==> config.mk <==
export PLATFORM = sky130hd
export DESIGN_NAME = frag_issue_ctrl
export DESIGN_NICKNAME = d
export VERILOG_FILES = /design/src/rtl/frag_issue_ctrl.sv
export SDC_FILE = /design/constraint.sdc
export NUM_CORES = 1
export LEC_CHECK = 0
export CORE_UTILIZATION = 35
export CTS_BUF_LIST = sky130_fd_sc_hd__clkbuf_8
export DETAILED_ROUTE_END_ITERATION = 7
export GPL_TIMING_DRIVEN = 0
export HOLD_SLACK_MARGIN = 0.03
export PLACE_DENSITY_LB_ADDON = 0.2
export SYNTH_ARGS = -nofsm -noshare
export SYNTH_HDL_FRONTEND = slang
export SYNTH_SLANG_ARGS = --single-unit
==> constraint.sdc <==
create_clock -name clk -period 2.98 [get_ports clk]
set_clock_uncertainty 0.1 [all_clocks]
set_input_delay 0.298 -clock clk [delete_from_list [all_inputs] [get_ports clk]]
set_output_delay 0.298 -clock clk [all_outputs]
set_load 0.1 [all_outputs]
==> src/rtl/frag_issue_ctrl.sv <==
// ---------------------------------------------------------------------------
// frag_issue_ctrl
//
// Front-end sequencer between the instruction word stream and the CGRA
// decode/issue path. It tracks fragment start/end markers and the
// per-fragment allocation count. It attaches any pending T and I prefixes to
// the next D or W word, and presents one assembled instruction per output
// transfer. Illegal sequences park the block in ERR until err_clr.
//
// Ports
//   clk, rst_n          clock, asynchronous active-low reset
//   in_valid/in_ready   input word handshake
//   in_word[31:0]       instruction word, op = [31:29]
//   out_valid/out_ready assembled instruction handshake
//   out_word[31:0]      base D/W word
//   out_has_t/out_tpay  T prefix present / its payload bits [15:0]
//   out_has_i/out_immhi I prefix present / its payload bits [25:0]
//   out_slot[6:0]       position of the instruction inside its fragment
//   frag_active         fragment open (ACTIVE state)
//   frag_done           one-cycle pulse after an accepted end marker
//   frag_count[6:0]     instructions issued in the fragment just closed
//   err/err_code[2:0]   ERR state flag and cause of the last error
//   err_clr             leave ERR
// ---------------------------------------------------------------------------
module frag_issue_ctrl #(
    parameter int NALLOC_MAX = 64
) (
    input  logic        clk,
    input  logic        rst_n,
    input  logic        in_valid,
    output logic        in_ready,
    input  logic [31:0] in_word,
    output logic        out_valid,
    input  logic        out_ready,
    output logic [31:0] out_word,
    output logic        out_has_t,
    output logic [15:0] out_tpay,
    output logic        out_has_i,
    output logic [25:0] out_immhi,
    output logic [6:0]  out_slot,
    output logic        frag_active,
    output logic        frag_done,
    output logic [6:0]  frag_count,
    output logic        err,
    output logic [2:0]  err_code,
    input  logic        err_clr
);

    typedef enum logic [1:0] {
        IDLE   = 2'd0,
        ACTIVE = 2'd1,
        ERR    = 2'd2
    } state_t;

    localparam logic [7:0] NALLOC_LIM = 8'(NALLOC_MAX);

    state_t      state;
    state_t      state_nxt;

    logic [6:0]  nalloc;
    logic [6:0]  slot;
    logic        t_held;
    logic [15:0] tpay;
    logic        i_held;
    logic [25:0] immhi;

    logic [2:0]  op;
    logic        accept;
    logic        nalloc_ok;

    logic        do_start;
    logic        do_issue;
    logic        do_set_t;
    logic        do_set_i;
    logic        do_end;
    logic        do_err;
    logic [2:0]  err_cause;
    logic        do_clr;

    assign op        = in_word[31:29];
    // Every word class shares one ready rule, so a prefix or marker stalls
    // behind a blocked output just like a D/W word does.
    assign in_ready  = (state != ERR) && (!out_valid || out_ready);
    assign accept    = in_valid && in_ready;
    assign nalloc_ok = (in_word[6:0] != 7'd0) &&
                       ({1'b0, in_word[6:0]} <= NALLOC_LIM);

    assign frag_active = (state == ACTIVE);
    assign err         = (state == ERR);

    always_comb begin
        state_nxt = state;
        do_start  = 1'b0;
        do_issue  = 1'b0;
        do_set_t  = 1'b0;
        do_set_i  = 1'b0;
        do_end    = 1'b0;
        do_err    = 1'b0;
        err_cause = 3'd0;
        do_clr    = 1'b0;

        case (state)
            ERR: begin
                if (err_clr) begin
                    state_nxt = IDLE;
                    do_clr    = 1'b1;
                end
            end

            IDLE: begin
                if (accept) begin
                    // Illegal opcodes win over every other check.
                    if (op[2:1] == 2'b11) begin
                        do_err    = 1'b1;
                        err_cause = 3'd1;
                    end else if (op == 3'b101 && !in_word[28]) begin
                        if (nalloc_ok) begin
                            do_start  = 1'b1;
                            state_nxt = ACTIVE;
                        end else begin
                            do_err    = 1'b1;
                            err_cause = 3'd7;
                        end
                    end else begin
                        do_err    = 1'b1;
                        err_cause = 3'd5;
                    end
                end
            end

            ACTIVE: begin
                if (accept) begin
                    case (op)
                        3'b000, 3'b001, 3'b010: begin
                            if (slot >= nalloc) begin
                                do_err    = 1'b1;
                                err_cause = 3'd4;
                            end else begin
                                do_issue = 1'b1;
                            end
                        end
                        3'b011: begin
                            if (t_held) begin
                                do_err    = 1'b1;
                                err_cause = 3'd2;
                            end else begin
                                do_set_t = 1'b1;
                            end
                        end
                        3'b100: begin
                            if (i_held) begin
                                do_err    = 1'b1;
                                err_cause = 3'd2;
                            end else begin
                                do_set_i = 1'b1;
                            end
                        end
                        3'b101: begin
                            if (!in_word[28]) begin
                                do_err    = 1'b1;
                                err_cause = 3'd6;
                            end else if (t_held || i_held) begin
                                // A dangling prefix would otherwise be lost.
                                do_err    = 1'b1;
                                err_cause = 3'd3;
                            end else begin
                                do_end    = 1'b1;
                                state_nxt = IDLE;
                            end
                        end
                        default: begin
                            do_err    = 1'b1;
                            err_cause = 3'd1;
                        end
                    endcase
                end
            end

            default: state_nxt = IDLE;
        endcase

        if (do_err) begin
            state_nxt = ERR;
        end
    end

    // Sequencing state: fragment bookkeeping, prefix holds, error status.
    always_ff @(posedge clk or negedge rst_n) begin
        if (!rst_n) begin
            state      <= IDLE;
            nalloc     <= 7'd0;
            slot       <= 7'd0;
            t_held     <= 1'b0;
            tpay       <= 16'd0;
            i_held     <= 1'b0;
            immhi      <= 26'd0;
            frag_done  <= 1'b0;
            frag_count <= 7'd0;
            err_code   <= 3'd0;
        end else begin
            state     <= state_nxt;
            frag_done <= do_end;

            if (do_start) begin
                nalloc <= in_word[6:0];
                slot   <= 7'd0;
                t_held <= 1'b0;
                i_held <= 1'b0;
            end

            if (do_set_t) begin
                t_held <= 1'b1;
                tpay   <= in_word[15:0];
            end

            if (do_set_i) begin
                i_held <= 1'b1;
                immhi  <= in_word[25:0];
            end

            if (do_issue) begin
                slot   <= slot + 7'd1;
                t_held <= 1'b0;
                i_held <= 1'b0;
            end

            if (do_end) begin
                frag_count <= slot;
            end

            if (do_err) begin
                err_code <= err_cause;
                slot     <= 7'd0;
                t_held   <= 1'b0;
                i_held   <= 1'b0;
            end

            if (do_clr) begin
                err_code <= 3'd0;
            end
        end
    end

    // Output register: loading a new instruction on the same edge as the
    // previous one drains keeps the issue path at one instruction per cycle.
    // Payload fields of an absent prefix are forced to zero.
    always_ff @(posedge clk or negedge rst_n) begin
        if (!rst_n) begin
            out_valid <= 1'b0;
            out_word  <= 32'd0;
            out_has_t <= 1'b0;
            out_tpay  <= 16'd0;
            out_has_i <= 1'b0;
            out_immhi <= 26'd0;
            out_slot  <= 7'd0;
        end else if (do_issue) begin
            out_valid <= 1'b1;
            out_word  <= in_word;
            out_has_t <= t_held;
            out_tpay  <= t_held ? tpay : 16'd0;
            out_has_i <= i_held;
            out_immhi <= i_held ? immhi : 26'd0;
            out_slot  <= slot;
        end else if (out_valid && out_ready) begin
            out_valid <= 1'b0;
        end
    end

endmodule
# Word-level counts from Yosys, hierarchy flattened
# Cells that the tools add are included.
# Widths: inputs -> output; s select.
totals:
  reg_bits: 155
  in_bits: 37
  out_inout_bits: 98
  wordCells: 132
op_classes:
  addsub: 1
  n_lt_le_gt_ge: 2
  eq_ne: 18
  n_mux: 75
  n_reduce_logical: 19
op_table:
  columns: ["operator", "n"]
  rows:
  - ["$mux 1", 43]
  - ["$mux 3", 9]
  - ["$mux 2", 13]
  - ["$mux 26", 1]
  - ["$mux 7", 3]
  - ["$mux 16", 1]
  - ["$ne 3x3->1 const B", 5]
  - ["$pmux 3 s4", 1]
  - ["$ne 3x1->1 const B", 3]
  - ["$reduce_and 9->1", 1]
  - ["$reduce_bool 4->1", 2]
  - ["$add 7x1->7 const B", 1]
  - ["$ge 7x7->1", 1]
  - ["$le 7x7->1 const B", 1]
  - ["$reduce_bool 7->1", 1]
  - ["$eq 3x2->1 const B", 2]
  - ["$eq 3x3->1 const B", 2]
  - ["$pmux 2 s3", 1]
  - ["$pmux 3 s2", 1]
  - ["$logic_and 1x1->1", 5]
  - ["$eq 2x2->1 const B", 2]
  - ["$pmux 1 s4", 1]
  - ["$reduce_bool 2->1", 2]
  - ["$eq 3x1->1 const B", 1]
  - ["other kinds (10)", 12]

# Logic depth before layout (Yosys ltp)
# Gate-level depths: netlist (run 1).
depth:
  depth_word: 11
  mapped_depth: 11

# Least setup slack after synthesis (run 1)
# No wires, ideal clock.
synth_timing:
  path_kind: "reg2out"
  start: "register state[0]"
  end: "output port in_ready"
  arrival_time_ns: 2.449
  t_required_ns: 2.582
  slack_ns: 0.133
  stages_incl_launch_ff: 3
  path_buffers: 0
  cell_sequence: "dfrtp_1 -> and2b_1 -> nor2b_1"
synth_via:
  elab_chain_len: 2
synth_lines:
  columns: ["element", "line", "text"]
  rows:
  - ["from (decl)", "57", "state_t state;"]
  - ["from (signal assigned)", "201", "state <= state_nxt;"]
  - ["$ne 2x2->1", "83", "assign in_ready = (state != ERR) && (!out_valid || out_ready);"]
  - ["$logic_and 1x1->1", "83", null]
  - ["to (decl)", "31", "output logic in_ready,"]
# Every way passes these cells.

# Final worst setup path (run 1)
# Ends and elaborated chain as after synthesis.

==> flow_metrics.tcl, run 1 <==
set metrics [dict create \
    vias 4785 \
    hold_viol 0 \
    post_drt_wl_per_cell_microns 16.2 \
    fmax_mhz 355 \
    setup_viol 0 \
    die_h_microns 138 \
    grt_max_degree 103 \
    ir_worst_vdd_mv 0.429 \
    synth_flop_cell "dfrtp_1" \
    layout.nets 801 \
    yosys_warnings 0 \
    core-area_sq_um 18000 \
    grt_pass1_vias 5057 \
    grtUsageTotal_pct 18.5 \
    pre_cts_slack_ns -0.0466 \
    worst_pin_slew_ns 1.04 \
    cellLeakagePower_nw 4.20 \
    rsz0062_at_grt "no" \
    worst_slack_ns 0.162 \
    crit_path_start_kind "flop" \
    cp.required_ns 2.58 \
    io_buffers 134 \
    dp_cells 967 \
    drc_errors 0 \
    cts_buffer_depth 2 \
    initial_utilization_pct 35.8 \
    syn-num-nets 648 \
    route.met3.wl_microns 807 \
    m1WireLength_mm 7.19 \
    met2_wirelength_mm 8.00 \
    path_clk_slew_ns 0.09 \
    netlist_instances 603 \
    dr.pass1.iters 4 \
    fin_area_sq_um 8550 \
    io_pins 135 \
    cp_max_fo 7 \
    grt_pass1_wl_mm 26.1 \
    fin_util_pct 47.4 \
    antenna_left 0 \
    cts_sinks 155 \
    gr-total-overflow 0 \
    reg2reg_slack_ns 0.31 \
    antenna_found_initial 0 \
    synthTopCellsByArea "dfrtp_1 60%, nand2_1 13%, mux2_2 6.3%, mux2_4 4.7%, nand3_1 3.7%" \
    drv_cap 0 \
    synth_area_sq_um 6450 \
    rows 49 \
    r2r_end "out_immhi[1]" \
    synth_area_leader_cell "dfrtp_1" \
    syn_area_per_cell_sq_um 10.7 \
    r2r-start "slot[4]" \
    top_layer_used "met4" \
    stdcell_count 998 \
    root_buffer "clkbuf_8" \
    reg2reg_depth 8 \
    placed_area_sq_um 8110 \
    cts_buffers 17 \
    clk_latency_ns 0.45 \
    netlist.area_leader.share_pct 60.1 \
    crit_path_end_kind "output port" \
    slew_headroom_pct 30.7 \
    holdWs_ns 0.262 \
    syn2layout_area_growth_pct 32.6 \
    power_density_nw_per_um2 844 \
    postCtsSetupBuffers 0 \
    drive_gt1_share_pct 14.7 \
    min_period_over_period_pct 94.6 \
    dp_hpwl_mm 11.5 \
    synthArstFlopShare_pct 100 \
    drtIter0Drc 216 \
    fin_crit_ns 2.82 \
    diodes 0 \
    routabilityCongestion 0.775 \
    die_area_sq_um 19000 \
    n_fill_cell 1691 \
    htreeDepth 4 \
    finalWirelength_mm 16.2 \
    status "complete, no violations" \
    synth_edf_count 0 \
    ys_types 44 \
    cts_tree "yes" \
    die-width_microns 138 \
    seq_area_frac_synth_pct 60.1 \
    drt-vias-per-instance 4.79 \
    timing.setup.critical_path_class "reg -> out" \
    slew_viol_final 0 \
    min_path_type "in -> async" \
    critPathArrivalTime_ns 2.42 \
    ys_seq_elements 155 \
]
## routing by layer
metal	vias up	track usage (%)
met1	2378	22.2
li1	2294	-
met5	-	0
met3	14	5.30
met2	99	31.6
met4	0	5.98
## logic make-up (layout without fill, tap and decap cells)
| group | count (synthesis) | after routing | synth area share [%] |
|---|---|---|---|
| AOI/OAI and AO/OA | 32 | 32 | 3.36 |
| xor gates and xnor gates | 1 | 1 | 0.136 |
| adders and majority gates | 8 | 8 | 1.55 |
| buffers and inverters | 39 | 205 | 2.72 |
| DFF | 155 | 155 | 60.1 |
| muxes | 56 | 56 | 10.9 |
| and+or+nand+nor | 312 | 312 | 21.2 |
## final cells by class
class	instances	area [sq um]	share of cell area [%]
Buffer	27	135	1.58
Clock buffer	18	248	2.90
Clock inverter	14	184	2.15
Inverter	10	37.5	0.439
Multi-Input combinational cell	409	2400	28.1
Sequential cell	155	3880	45.4
Tap cell	229	287	3.35
Timing Repair Buffer	136	1380	16.1
## worst max-delay path, cell delays in order, from the launching register on
cell             delay (ns)
dfrtp_1                0.46
and2b_1                0.25
nor2b_1                0.12
clkdlybuf4s50_1        1.14
## stage by stage
stage / total power [mW] / TNS [ns]
detailed placement: 5.55 / -0.554
CTS: 7.30 / 0
global route: 7.55 / 0
finish: 7.22 / 0
global placement: 5.49 / -729.19
floorplan: 4.81 / 0
## synth_stat cells, drive strengths merged, types with 3 or more instances
master / instances
a21oi: 5
and2b: 3
buf: 9
clkbuf: 20
dfrtp: 155
ha: 8
inv: 10
mux2: 56
nand2: 226
nand2b: 3
nand3: 49
nor2: 7
nor2b: 6
nor3: 3
o211ai: 4
o21ai: 12
or3: 4
## sequential cells by signal, summed over array words and instances (netlist names), 2 cells and up
| register | cells |
|---|---|
| err_code | 3 |
| out_tpay | 16 |
| state | 2 |
| tpay | 16 |
| nalloc | 7 |
| out_immhi | 26 |
| immhi | 26 |
| frag_count | 7 |
| slot | 7 |
| out_slot | 7 |
| out_word | 32 |
## worst max path at each step
stage | startpoint | to | slack [ns] | cells past startpoint
floorplan | state[0] | in_ready | 0.13 | 2
global placement | rst_n | out_immhi[21] | -4.72 | 1
detailed placement | slot[4] | out_immhi[1] | -0.05 | 9
CTS | slot[4] | out_tpay[11] | 0.12 | 9
global route | slot[0] | out_immhi[1] | 0.06 | 9
finish | state[0] | in_ready | 0.16 | 3
## cells in the final DEF (no fill, tap or decap), types with 2 or more instances in the layout
cell type        count
clkbuf_1            16
a21oi_1              4
dfrtp_1            155
nand3b_1             2
mux2_2              36
mux2_4              20
and2b_1              2
ha_1                 8
inv_6                4
o211ai_1             4
or2_2                2
inv_8                2
inv_1               10
and2_1               2
clkbuf_8            18
nor3_2               2
buf_2                4
or3_1                4
nand2_1            225
o21ai_0             12
a2111oi_2            2
nor2b_1              5
buf_6                4
nor2_1               6
clkdlybuf4s50_1    133
nand3_1             48
clkinvlp_4           3
bufinv_16            3
clkbuf_2             2
nand2b_1             3
## power breakdown
group	internal [mW]	switching (mW)
Combinational	0.740	2.06
Clock	0.872	0.842
Sequential	2.48	0.223
## what timing repair did
item / CTS / global route
pin swaps: 0 / 0
gates resized for setup: 2 / 5
endpoints found under the setup margin: 36 / 65
hold endpoints to repair: 53 / 0
hold buffers: 1 / 0
Power figures use the tool's default switching activity.
==> run 2: changes to the inputs <==
CORE_UTILIZATION = 49   (was 35)
==> flow_metrics.tcl, run 2 (synthesis gave the netlist of run 1 again) <==
set metrics [dict create \
    largestRegisters "out_word (32), immhi (26), out_immhi (26)" \
    crit_path_end_kind "output port" \
    drc_errors 0 \
    path_clk_slew_ns 0.07 \
    layout_commonest_cell "nand2_1" \
    die_h_microns 117 \
    diodes 0 \
    gr-total-overflow 0 \
    final_cell_mix "226 x nand2_1, 155 x dfrtp_1, 133 x clkdlybuf4s50_1" \
    cp.required_ns 2.58 \
    initial_utilization_pct 50.7 \
    crit_path_start_kind "flop" \
    post_drt_wl_per_cell_microns 16.1 \
    cts_tree "yes" \
    p_int_mw 3.98 \
    layout.nets 803 \
    grt_max_degree 98 \
    ir_worst_vdd_mv 0.516 \
    seq_power_share_pct 38.7 \
    cts_buffer_depth 2 \
    dp_hpwl_mm 11.0 \
    slew_viol_final 0 \
    fmax_mhz 358 \
    cts_buffers 17 \
    n_fill_cell 1048 \
    drt-vias-per-instance 5.14 \
    routabilityCongestion 0.844 \
    swShare_pct 43.1 \
    cp_max_fo 7 \
    hold_viol 0 \
    min_path_type "in -> reg" \
    holdWs_ns 0.281 \
    io_buffers 134 \
    antenna_found_initial 0 \
    cts_sinks 155 \
    critPathArrivalTime_ns 2.40 \
    power_density_nw_per_um2 829 \
    slew_headroom_pct 31.5 \
    rows 41 \
    syn2layout_area_growth_pct 30.6 \
    drtIter0Drc 281 \
    antenna_left 0 \
    rsz0062_at_grt "no" \
    grt_pass1_wl_mm 24.9 \
    htreeDepth 4 \
    die-width_microns 117 \
    multi_input_area_sq_um 2400 \
    io_pins 135 \
    drive_gt1_share_pct 13.9 \
    setup_viol 0 \
    grtUsageTotal_pct 24.7 \
    largest_reg_flops 32 \
    fin_util_pct 66.2 \
    reg2reg_slack_ns 0.28 \
    fin_crit_ns 2.80 \
    core-area_sq_um 12700 \
    clkPwrFrac_pct 21.3 \
    grt_pass1_vias 4866 \
    timing.setup.critical_path_class "reg -> out" \
    p_sw_mw 3.01 \
    clk_latency_ns 0.45 \
    top_register "out_word" \
    dr.pass1.iters 5 \
    pwr-share-comb_pct 40.0 \
    drv_cap 0 \
    vias 4841 \
    root_buffer "clkbuf_8" \
    status "complete, no violations" \
    register_area_sq_um 3880 \
    finalWirelength_mm 15.2 \
    die_area_sq_um 13600 \
    postCtsSetupBuffers 0 \
    min_period_over_period_pct 93.9 \
    cellLeakagePower_nw 4.19 \
    worst_pin_slew_ns 1.02 \
]
## run 2: worst max-delay path, stage by stage, from the launching register on
cell and delay (ns):
dfrtp_1 0.46, and2b_1 0.25, nor2b_1 0.11, clkdlybuf4s50_1 1.13
## run 2: power by group through the flow
| stage | logic, mW | registers (mW) | clock network, mW |
|---|---|---|---|
| floorplan | 0.790 | 4.02 | 0 |
| global placement | 2.75 | 2.72 | 0 |
| detailed placement | 2.79 | 2.74 | 0 |
| CTS | 2.80 | 2.70 | 1.52 |
| global route | 2.93 | 2.75 | 1.61 |
| finish | 2.79 | 2.71 | 1.49 |
## run 2: timing repair
action,CTS,global route
endpoints found under the hold margin,58,0
resized for setup,0,3
endpoints found under the setup margin,0,50
hold buffers,1,0
## run 2: metrics by stage
stage	setup TNS (ns)	worst slack (ns)	std cells	power (mW)	area (sq um)
3_5_place_dp	0	0.0600	910	5.53	8040
2_1_floorplan	0	0.133	603	4.81	6450
6_report	0	0.183	942	6.98	8430
4_1_cts	0	0.122	942	7.02	8420
3_3_place_gp	-692.17	-4.47	909	5.47	8010
5_1_grt	0	0.0737	942	7.29	8430
## run 2: cell type report
class / instances / share of cell area (%)
inverters: 10 / 0.446
well taps: 172 / 2.55
clock inverters: 9 / 0.861
repair buffers: 136 / 16.4
clock buffers: 22 / 3.59
multi-input cells: 409 / 28.5
flip-flops and latches: 155 / 46.0
plain buffers: 29 / 1.65
## run 2: final timing paths
path                       cells past startpoint           end          from
min                                            3  out_word[26]   in_word[26]
min in group asynchronous                      2  out_immhi[6]         rst_n
max                                            3      in_ready      state[0]
max reg2reg                                   10     out_has_t       slot[2]
max in group asynchronous                      3     immhi[24]         rst_n
min reg2reg                                    2  out_immhi[0]  out_immhi[0]
## run 2: per-layer routing
metal	share of wire, %	GRT usage, %
met1	43	32.6
met5	0	0
met3	6.8	6.64
met2	48	39.1
met4	1.9	9.96
==> run 3: changes to the inputs <==
PLACE_DENSITY = 0.73   (was unset)
PLACE_DENSITY_LB_ADDON = unset   (was 0.2)
==> flow_metrics.tcl, run 3 (synthesis gave the netlist of run 1 again) <==
set metrics [dict create \
    slew_headroom_pct 29.6 \
    min-delay-start "in_word[26]" \
    crit_start "state[0]" \
    dr.pass1.iters 5 \
    dp_cells 910 \
    min_path_type "in -> reg" \
    fmax_mhz 357 \
    htreeDepth 4 \
    final_cell_mix "226 x nand2_1, 155 x dfrtp_1, 133 x clkdlybuf4s50_1" \
    post_drt_wl_per_cell_microns 16.3 \
    cts_buffers 17 \
    cp.required_ns 2.58 \
    core-area_sq_um 12700 \
    largestRegisters "out_word (32), immhi (26), out_immhi (26)" \
    drv_cap 0 \
    cellLeakagePower_nw 4.17 \
    syn2layout_area_growth_pct 30.9 \
    routabilityCongestion 0.839 \
    hold_viol 0 \
    ir_worst_vdd_mv 0.649 \
    cts_sinks 155 \
    timing.setup.critical_path_class "reg -> out" \
    fin_crit_ns 2.80 \
    slew_viol_final 0 \
    drive_gt1_share_pct 14.4 \
    status "complete, no violations" \
    finalWirelength_mm 15.4 \
    setup_viol 0 \
    drc_errors 0 \
    root_buffer "clkbuf_8" \
    drtIter0Drc 265 \
    min_period_over_period_pct 93.9 \
    diodes 0 \
    grtUsageTotal_pct 24.7 \
    dp_hpwl_mm 11.1 \
    clk_latency_ns 0.45 \
    antenna_found_initial 0 \
    gr-total-overflow 0 \
    rsz0062_at_grt "no" \
    layout.nets 803 \
    io_pins 135 \
    die_h_microns 117 \
    cts_buffer_depth 2 \
    critPathArrivalTime_ns 2.40 \
    largest_reg_flops 32 \
    grt_max_degree 80 \
    antenna_left 0 \
    rows 41 \
    initial_utilization_pct 50.7 \
    top_register "out_word" \
    drt-vias-per-instance 5.20 \
    crit_path_end_kind "output port" \
    tns_ns 0 \
    io_buffers 134 \
    power_density_nw_per_um2 836 \
    die-width_microns 117 \
    worst_pin_slew_ns 1.05 \
    crit_path_start_kind "flop" \
    cp_max_fo 7 \
    r2r-start "slot[4]" \
    grt_pass1_vias 4944 \
    path_clk_slew_ns 0.08 \
    die_area_sq_um 13600 \
    stdcell_count 943 \
    layout_commonest_cell "nand2_1" \
    postCtsSetupBuffers 0 \
    grt_pass1_wl_mm 24.9 \
    vias 4902 \
    cts_tree "yes" \
]
## run 3: changes by cell type in the layout (fill, tap and decap cells not counted)
cell | previous run | this run
bufinv_16 | 1 | 2
clkbuf_8 | 22 | 18
clkinv_4 | 1 | 3
clkinvlp_4 | 1 | 5
inv_1 | 13 | 10
inv_6 | 0 | 1
## run 3: worst max-delay path: stages, from the launching register on
cell	delay, ns
dfrtp_1	0.45
and2b_1	0.26
nor2b_1	0.11
clkdlybuf4s50_1	1.13
## run 3: report_power, final
part / internal [mW] / switching, mW / leakage [nW]
logic: 0.740 / 2.05 / 1.88
clock network: 0.766 / 0.797 / 0.187
registers: 2.48 / 0.223 / 2.11
## run 3: timing repair
item,4_1_cts,5_1_grt
setup endpoints to repair,0,74
hold buffers,1,0
endpoints found under the hold margin,76,0
resized for setup,0,3
## run 3: worst paths after layout
check / endpoint / slack (ns) / depth (start not counted)
worst max-delay path: in_ready / 0.18 / 3
worst min-delay path: out_word[26] / 0.28 / 3
worst max register to register: out_immhi[7] / 0.28 / 9
worst min register to register: out_immhi[11] / 0.37 / 2
max in group asynchronous: out_immhi[24] / 1.62 / 3
min in group asynchronous: out_word[5] / 0.34 / 2
## run 3: area by class of cell
type                    instances  area [sq um]
fillers                      1059          4280
flip-flops and latches        155          3880
multi-input cells             409          2400
repair buffers                136          1380
clock buffers                  18           248
well taps                     172           215
clock inverters                14           148
plain buffers                  29           139
inverters                      10          37.5
## run 3: per-layer routing
| metal | up-vias | GRT usage [%] | wire length, microns |
|---|---|---|---|
| li1 | 2294 | - | - |
| met1 | 2446 | 30.6 | 6600 |
| met2 | 139 | 40.9 | 7570 |
| met3 | 23 | 6.95 | 945 |
| met4 | 0 | 10.0 | 297 |
| met5 | - | 0 | 0 |
## run 3: metrics by stage
stage	area [sq um]	hold slack [ns]	setup WS (ns)	utilization, %	power [mW]
final	8450	0.280	0.181	66.4	7.06
after global routing	8450	0.291	0.0616	66.4	7.36
after CTS	8440	0.249	0.0691	66.3	7.09
after detailed placement	8040	0.278	0.0620	63.2	5.53
after global placement	8010	0.349	-4.48	62.9	5.48
after floorplan	6450	-0.0976	0.133	-	4.81
